## src/rtl/std_ram_sp_arb.sv

```systemverilog
// Write/read request arbiter in front of a single-port RAM, with latency tracking and a credit-protected response FIFO.
// Optional macro STD_RAM_SP_ARB_STATS_EN adds 16-bit saturating grant/stall counters. Supports RAM_REG of 0 or 1.
module std_ram_sp_arb #(
  parameter int DW        = 32,
  parameter int DEPTH     = 32,
  parameter int AW        = $clog2(DEPTH),
  parameter int RAM_REG   = 1,
  parameter int RSP_DEPTH = 2
) (
  input  logic          clk,
  input  logic          reset,
  input  logic          wr_valid,
  output logic          wr_ready,
  input  logic [AW-1:0] wr_addr,
  input  logic [DW-1:0] wr_data,
  input  logic [DW-1:0] wr_mask,
  input  logic          rd_valid,
  output logic          rd_ready,
  input  logic [AW-1:0] rd_addr,
  output logic          rsp_valid,
  input  logic          rsp_ready,
  output logic [DW-1:0] rsp_data,
  output logic          ram_wr_en,
  output logic          ram_rd_en,
  output logic [DW-1:0] ram_wem,
  output logic [AW-1:0] ram_addr,
  output logic [DW-1:0] ram_din,
  input  logic [DW-1:0] ram_dout,
  output logic          busy
`ifdef STD_RAM_SP_ARB_STATS_EN
  ,
  output logic [15:0]   stat_wr,
  output logic [15:0]   stat_rd,
  output logic [15:0]   stat_stall
`endif
);

  localparam int PW = $clog2(RSP_DEPTH);
  localparam int CW = PW + 1;

  typedef enum logic {
    PRIO_WR = 1'b0,
    PRIO_RD = 1'b1
  } prio_e;

  prio_e         prio_q, prio_d;
  logic [AW-1:0] addr_q, addr_d;
  logic [PW-1:0] wr_ptr_q, wr_ptr_d;
  logic [PW-1:0] rd_ptr_q, rd_ptr_d;
  logic [CW-1:0] count_q, count_d;
  logic [DW-1:0] fifo_mem [RSP_DEPTH];

  logic       wr_grant, rd_grant, rd_eligible;
  logic       push, pop;
  logic [1:0] inflight;

  // Read data arrives at capture time; with a registered RAM that is one cycle after the grant.
  if (RAM_REG != 0) begin : g_reg_out
    logic pipe_q;
    always_ff @(posedge clk or posedge reset) begin
      if (reset) pipe_q <= 1'b0;
      else       pipe_q <= rd_grant;
    end
    assign push     = pipe_q;
    assign inflight = {1'b0, pipe_q};
  end else begin : g_comb_out
    assign push     = rd_grant;
    assign inflight = 2'd0;
  end

  assign rd_eligible = rd_valid && ((int'(count_q) + int'(inflight)) < RSP_DEPTH);

  // NOTE: every always_comb output gets a default first so no path leaves it unassigned (no latch).
  always_comb begin
    wr_grant = 1'b0;
    rd_grant = 1'b0;
    if (!reset) begin
      if (wr_valid && rd_eligible) begin
        if (prio_q == PRIO_WR) wr_grant = 1'b1;
        else                   rd_grant = 1'b1;
      end else if (wr_valid) begin
        wr_grant = 1'b1;
      end else if (rd_eligible) begin
        rd_grant = 1'b1;
      end
    end
  end

  always_comb begin
    prio_d = prio_q;
    addr_d = addr_q;
    if (wr_grant) begin
      prio_d = PRIO_RD;
      addr_d = wr_addr;
    end else if (rd_grant) begin
      prio_d = PRIO_WR;
      addr_d = rd_addr;
    end
  end

  assign wr_ready  = wr_grant;
  assign rd_ready  = rd_grant;
  assign ram_wr_en = wr_grant;
  assign ram_rd_en = rd_grant;
  assign ram_wem   = wr_grant ? wr_mask : '0;
  assign ram_addr  = addr_d;
  assign ram_din   = wr_data;

  assign rsp_valid = (count_q != '0);
  assign rsp_data  = fifo_mem[rd_ptr_q];
  assign pop       = rsp_valid && rsp_ready;
  assign busy      = rsp_valid || (inflight != 2'd0);

  always_comb begin
    wr_ptr_d = wr_ptr_q;
    rd_ptr_d = rd_ptr_q;
    count_d  = count_q;
    if (push) wr_ptr_d = wr_ptr_q + 1'b1;
    if (pop)  rd_ptr_d = rd_ptr_q + 1'b1;
    case ({push, pop})
      2'b10:   count_d = count_q + 1'b1;
      2'b01:   count_d = count_q - 1'b1;
      default: count_d = count_q;
    endcase
  end

  // NOTE: state registers use non-blocking assignments so all flops update from pre-edge values.
  always_ff @(posedge clk or posedge reset) begin
    if (reset) begin
      prio_q   <= PRIO_WR;
      addr_q   <= '0;
      wr_ptr_q <= '0;
      rd_ptr_q <= '0;
      count_q  <= '0;
    end else begin
      prio_q   <= prio_d;
      addr_q   <= addr_d;
      wr_ptr_q <= wr_ptr_d;
      rd_ptr_q <= rd_ptr_d;
      count_q  <= count_d;
    end
  end

  // NOTE: the FIFO storage has no reset; the count alone decides which entries are meaningful.
  always_ff @(posedge clk) begin
    if (push) fifo_mem[wr_ptr_q] <= ram_dout;
  end

`ifdef STD_RAM_SP_ARB_STATS_EN
  logic [15:0] stat_wr_q, stat_wr_d;
  logic [15:0] stat_rd_q, stat_rd_d;
  logic [15:0] stat_stall_q, stat_stall_d;

  always_comb begin
    stat_wr_d    = stat_wr_q;
    stat_rd_d    = stat_rd_q;
    stat_stall_d = stat_stall_q;
    if (wr_grant && (stat_wr_q != 16'hFFFF))                  stat_wr_d    = stat_wr_q + 16'd1;
    if (rd_grant && (stat_rd_q != 16'hFFFF))                  stat_rd_d    = stat_rd_q + 16'd1;
    if (rd_valid && !rd_ready && (stat_stall_q != 16'hFFFF))  stat_stall_d = stat_stall_q + 16'd1;
  end

  always_ff @(posedge clk or posedge reset) begin
    if (reset) begin
      stat_wr_q    <= '0;
      stat_rd_q    <= '0;
      stat_stall_q <= '0;
    end else begin
      stat_wr_q    <= stat_wr_d;
      stat_rd_q    <= stat_rd_d;
      stat_stall_q <= stat_stall_d;
    end
  end

  assign stat_wr    = stat_wr_q;
  assign stat_rd    = stat_rd_q;
  assign stat_stall = stat_stall_q;
`endif

endmodule

```

## config.mk

```make
export PLATFORM = sky130hd
export DESIGN_NAME = std_ram_sp_arb
export DESIGN_NICKNAME = d
export VERILOG_FILES = /design/src/rtl/std_ram_sp_arb.sv
export SDC_FILE = /design/constraint.sdc
export NUM_CORES = 1
export LEC_CHECK = 0
export ABC_AREA = 1
export BUFFER_PORTS_ARGS = -buffer_cell sky130_fd_sc_hd__buf_4
export CAP_MARGIN = 0
export CORE_ASPECT_RATIO = 0.75
export CORE_MARGIN = 3
export CORE_UTILIZATION = 47
export DETAILED_ROUTE_END_ITERATION = 10
export PLACE_DENSITY = 0.95
export SETUP_SLACK_MARGIN = 0.2
export SLEW_MARGIN = 20
export SYNTH_ARGS = -nofsm -noshare
export SYNTH_HDL_FRONTEND = slang
export SYNTH_SLANG_ARGS = --single-unit
```

## constraint.sdc

```tcl
create_clock -name clk -period 7.2 [get_ports clk]
set_clock_uncertainty 0.05 [all_clocks]
set_input_delay 0.72 -clock clk [delete_from_list [all_inputs] [get_ports clk]]
set_output_delay 0.72 -clock clk [all_outputs]
set_load 0.03 [all_outputs]
```

==> impl_metrics.tcl <==
set metrics [dict create \
    fin_area_um2 4780 \
    max_slew_margin_pct 34.8 \
    clkLatencyLatePin_ns 0.34 \
    p_per_area_nw_per_um2 340 \
    ant_nets 0 \
    reg2reg_from "count_q[0]" \
    synth-seq-cells 75 \
    rows 27 \
    endpoint_kind "primary output" \
    post_cts_buffers 0 \
    dieArea_um2 8790 \
    worstSetupPathType "register to primary output" \
    rsz0062_at_grt "false" \
    min_path_type "primary input to asynchronous set/reset pin" \
    ctsHoldBuffers 0 \
    tightest_slew_ns 0.971 \
    core_um2 7400 \
    grt_overflow 0 \
    cpLargestDelayFamily "buffers and inverters" \
    final.fill_count 563 \
    drt_pre_antenna_iters 6 \
    clockRootBuffer "clkbuf_8" \
    dp_hpwl_um 5900 \
    numCtsBuffers 9 \
    status "completed" \
    drc 0 \
    slowest_stage "buf_4" \
    seq_area_frac_synth_pct 60.8 \
    hold_viol_final 0 \
    io_pins 218 \
    finalPower_mw 1.62 \
    area_growth_pct 32.1 \
    wire_per_inst_um 13.8 \
    clock_path_buffers 2 \
    path_buf_inv 3 \
    drive_gt1_share_pct 41.9 \
    r2r_setup_slack_ns 5.24 \
    cp_data_arrival_time_ns 2.31 \
    path_cells "nand2_2 > nand4_2 > nand2_2 > buf_4 > inv_1 > nand2_1 > nand2_1 > buf_4" \
    start_util_pct 48.9 \
    cap_violations 0 \
    max_freq_mhz 325 \
    die_w_um 107 \
    vias_per_cell 4.54 \
    wl_um 7960 \
    synth_top_flop_cell "edfxtp_1" \
    placed_area_um2 4580 \
    htree_num_levels 3 \
    r2r_end "addr_q[1]" \
    fin_crit_ns 3.08 \
    die_y_um 82.0 \
    cp_max_fo 39 \
    leakagePower_nw 2.35 \
    max_stage_delay_ns 0.59 \
    io_buffer_count 153 \
    grt_antenna_before_repair 0 \
    synth_nets 460 \
    place_congestion 0.762 \
    setup_viol 0 \
    cts_tree "built" \
    synthArstFlopShare_pct 14.7 \
    critPathRequiredTime_ns 6.43 \
    post-route-period-util_pct 42.7 \
    crit_end "ram_addr[1]" \
    ir_worst_vdd_v 0.000229 \
    yosys_warnings 0 \
    fin_nets 582 \
    start_kind "register" \
    worstSetupPathDepth 8 \
    netlist_area_um2 3620 \
    clk_pin_slew_ns 0.08 \
    crit_path_start "count_q[0]" \
    ff2ff_path_depth 7 \
    report.final.slew_viol_count 0 \
    cts-resized-gates 0 \
    synth_area_per_cell_um2 10.4 \
    synth_edf_count 64 \
    drt_iter0_drc 104 \
    syn_inst 348 \
    diodes 0 \
    ys_types 24 \
    grtUsageTotal_pct 17.4 \
    cts_num_sinks 75 \
    finalSetupTns_ns 0 \
    regArea_um2 2200 \
    grt_start_max_net_pins 40 \
    num_vias 2613 \
    multi_input_area_um2 881 \
    first_global_vias 2599 \
    grt_pass1_wl_um 11800 \
]
[cell usage after synthesis, types with 2 or more instances]
master      n  share of area [%]
nand2_1   115                 12
edfxtp_1   64                 53
inv_1      52                5.4
buf_4      34                7.1
nor2_4     20                6.2
nor2_1     14                1.5
dfrtp_1    11                7.6
nand3_1    11                1.5
buf_2       5               0.69
clkbuf_1    3               0.31
nand2_2     3               0.52
xor2_1      3               0.73
buf_12      2                1.1
[worst min path at each step]
stage               end
6_report       wr_ptr_q
2_1_floorplan  wr_ptr_q
3_3_place_gp   wr_ptr_q
4_1_cts        wr_ptr_q
3_5_place_dp   wr_ptr_q
5_1_grt        wr_ptr_q
[layer usage]
| layer | vias to the layer above | track usage [%] | routed length, µm |
|---|---|---|---|
| li1 | 1276 | - | - |
| met2 | 105 | 31.1 | 4120 |
| met3 | 22 | 6.68 | 639 |
| met5 | - | 0 | 0 |
| met4 | 0 | 7.79 | 163 |
| met1 | 1210 | 18.6 | 3040 |
[cells in the final DEF (no fill, tap or decap), drive strengths merged]
| master | instances |
|---|---|
| buf | 156 |
| nand2 | 118 |
| edfxtp | 64 |
| inv | 56 |
| nor2 | 35 |
| nand3 | 11 |
| dfrtp | 11 |
| clkbuf | 9 |
| xor2 | 3 |
| clkinv | 2 |
| clkinvlp | 2 |
| a21oi | 2 |
| o21ai | 2 |
| xnor2 | 1 |
| nand4 | 1 |
| ha | 1 |
| bufinv | 1 |
[logic make-up after synthesis]
logic type               share of synthesized area [%]
AO/OA/AOI/OAI                                    0.657
buffers and inverters                             15.1
flip-flops                                        60.8
XOR/XNOR                                         0.969
AND/OR/NAND/NOR                                   22.2
adder cells (fa/ha/maj)                          0.346
[layout make-up]
class	count	area share, %
Clock buffer	9	2.59
Clock inverter	7	1.57
Inverter	54	4.24
Multi-Input combinational cell	174	18.4
Sequential cell	75	46.0
Tap cell	101	2.65
Timing Repair Buffer	156	24.5
[registers in the layout (all words and copies together) (netlist names)]
name              count
addr_q                5
count_q               2
fifo_mem             64
g_reg_out.pipe_q      1
prio_q                1
rd_ptr_q              1
wr_ptr_q              1
[where the power goes]
part	internal (mW)	switching [mW]	leakage [nW]
combinational	0.248	0.492	1.54
sequential	0.537	0.0258	0.711
clock	0.162	0.157	0.0943
[stage by stage]
step / instances / setup slack (ns) / utilization, % / hold slack [ns]
CTS: 576 / 4.10 / 64.6 / 0.350
detailed placement: 560 / 4.15 / 61.9 / 0.484
floorplan: 348 / 4.88 / - / 0.411
global route: 576 / 3.98 / 64.6 / 0.373
global placement: 560 / 4.22 / 61.9 / 0.464
finish: 576 / 4.12 / 64.6 / 0.347
No activity file was read; power rests on OpenSTA's default activity.
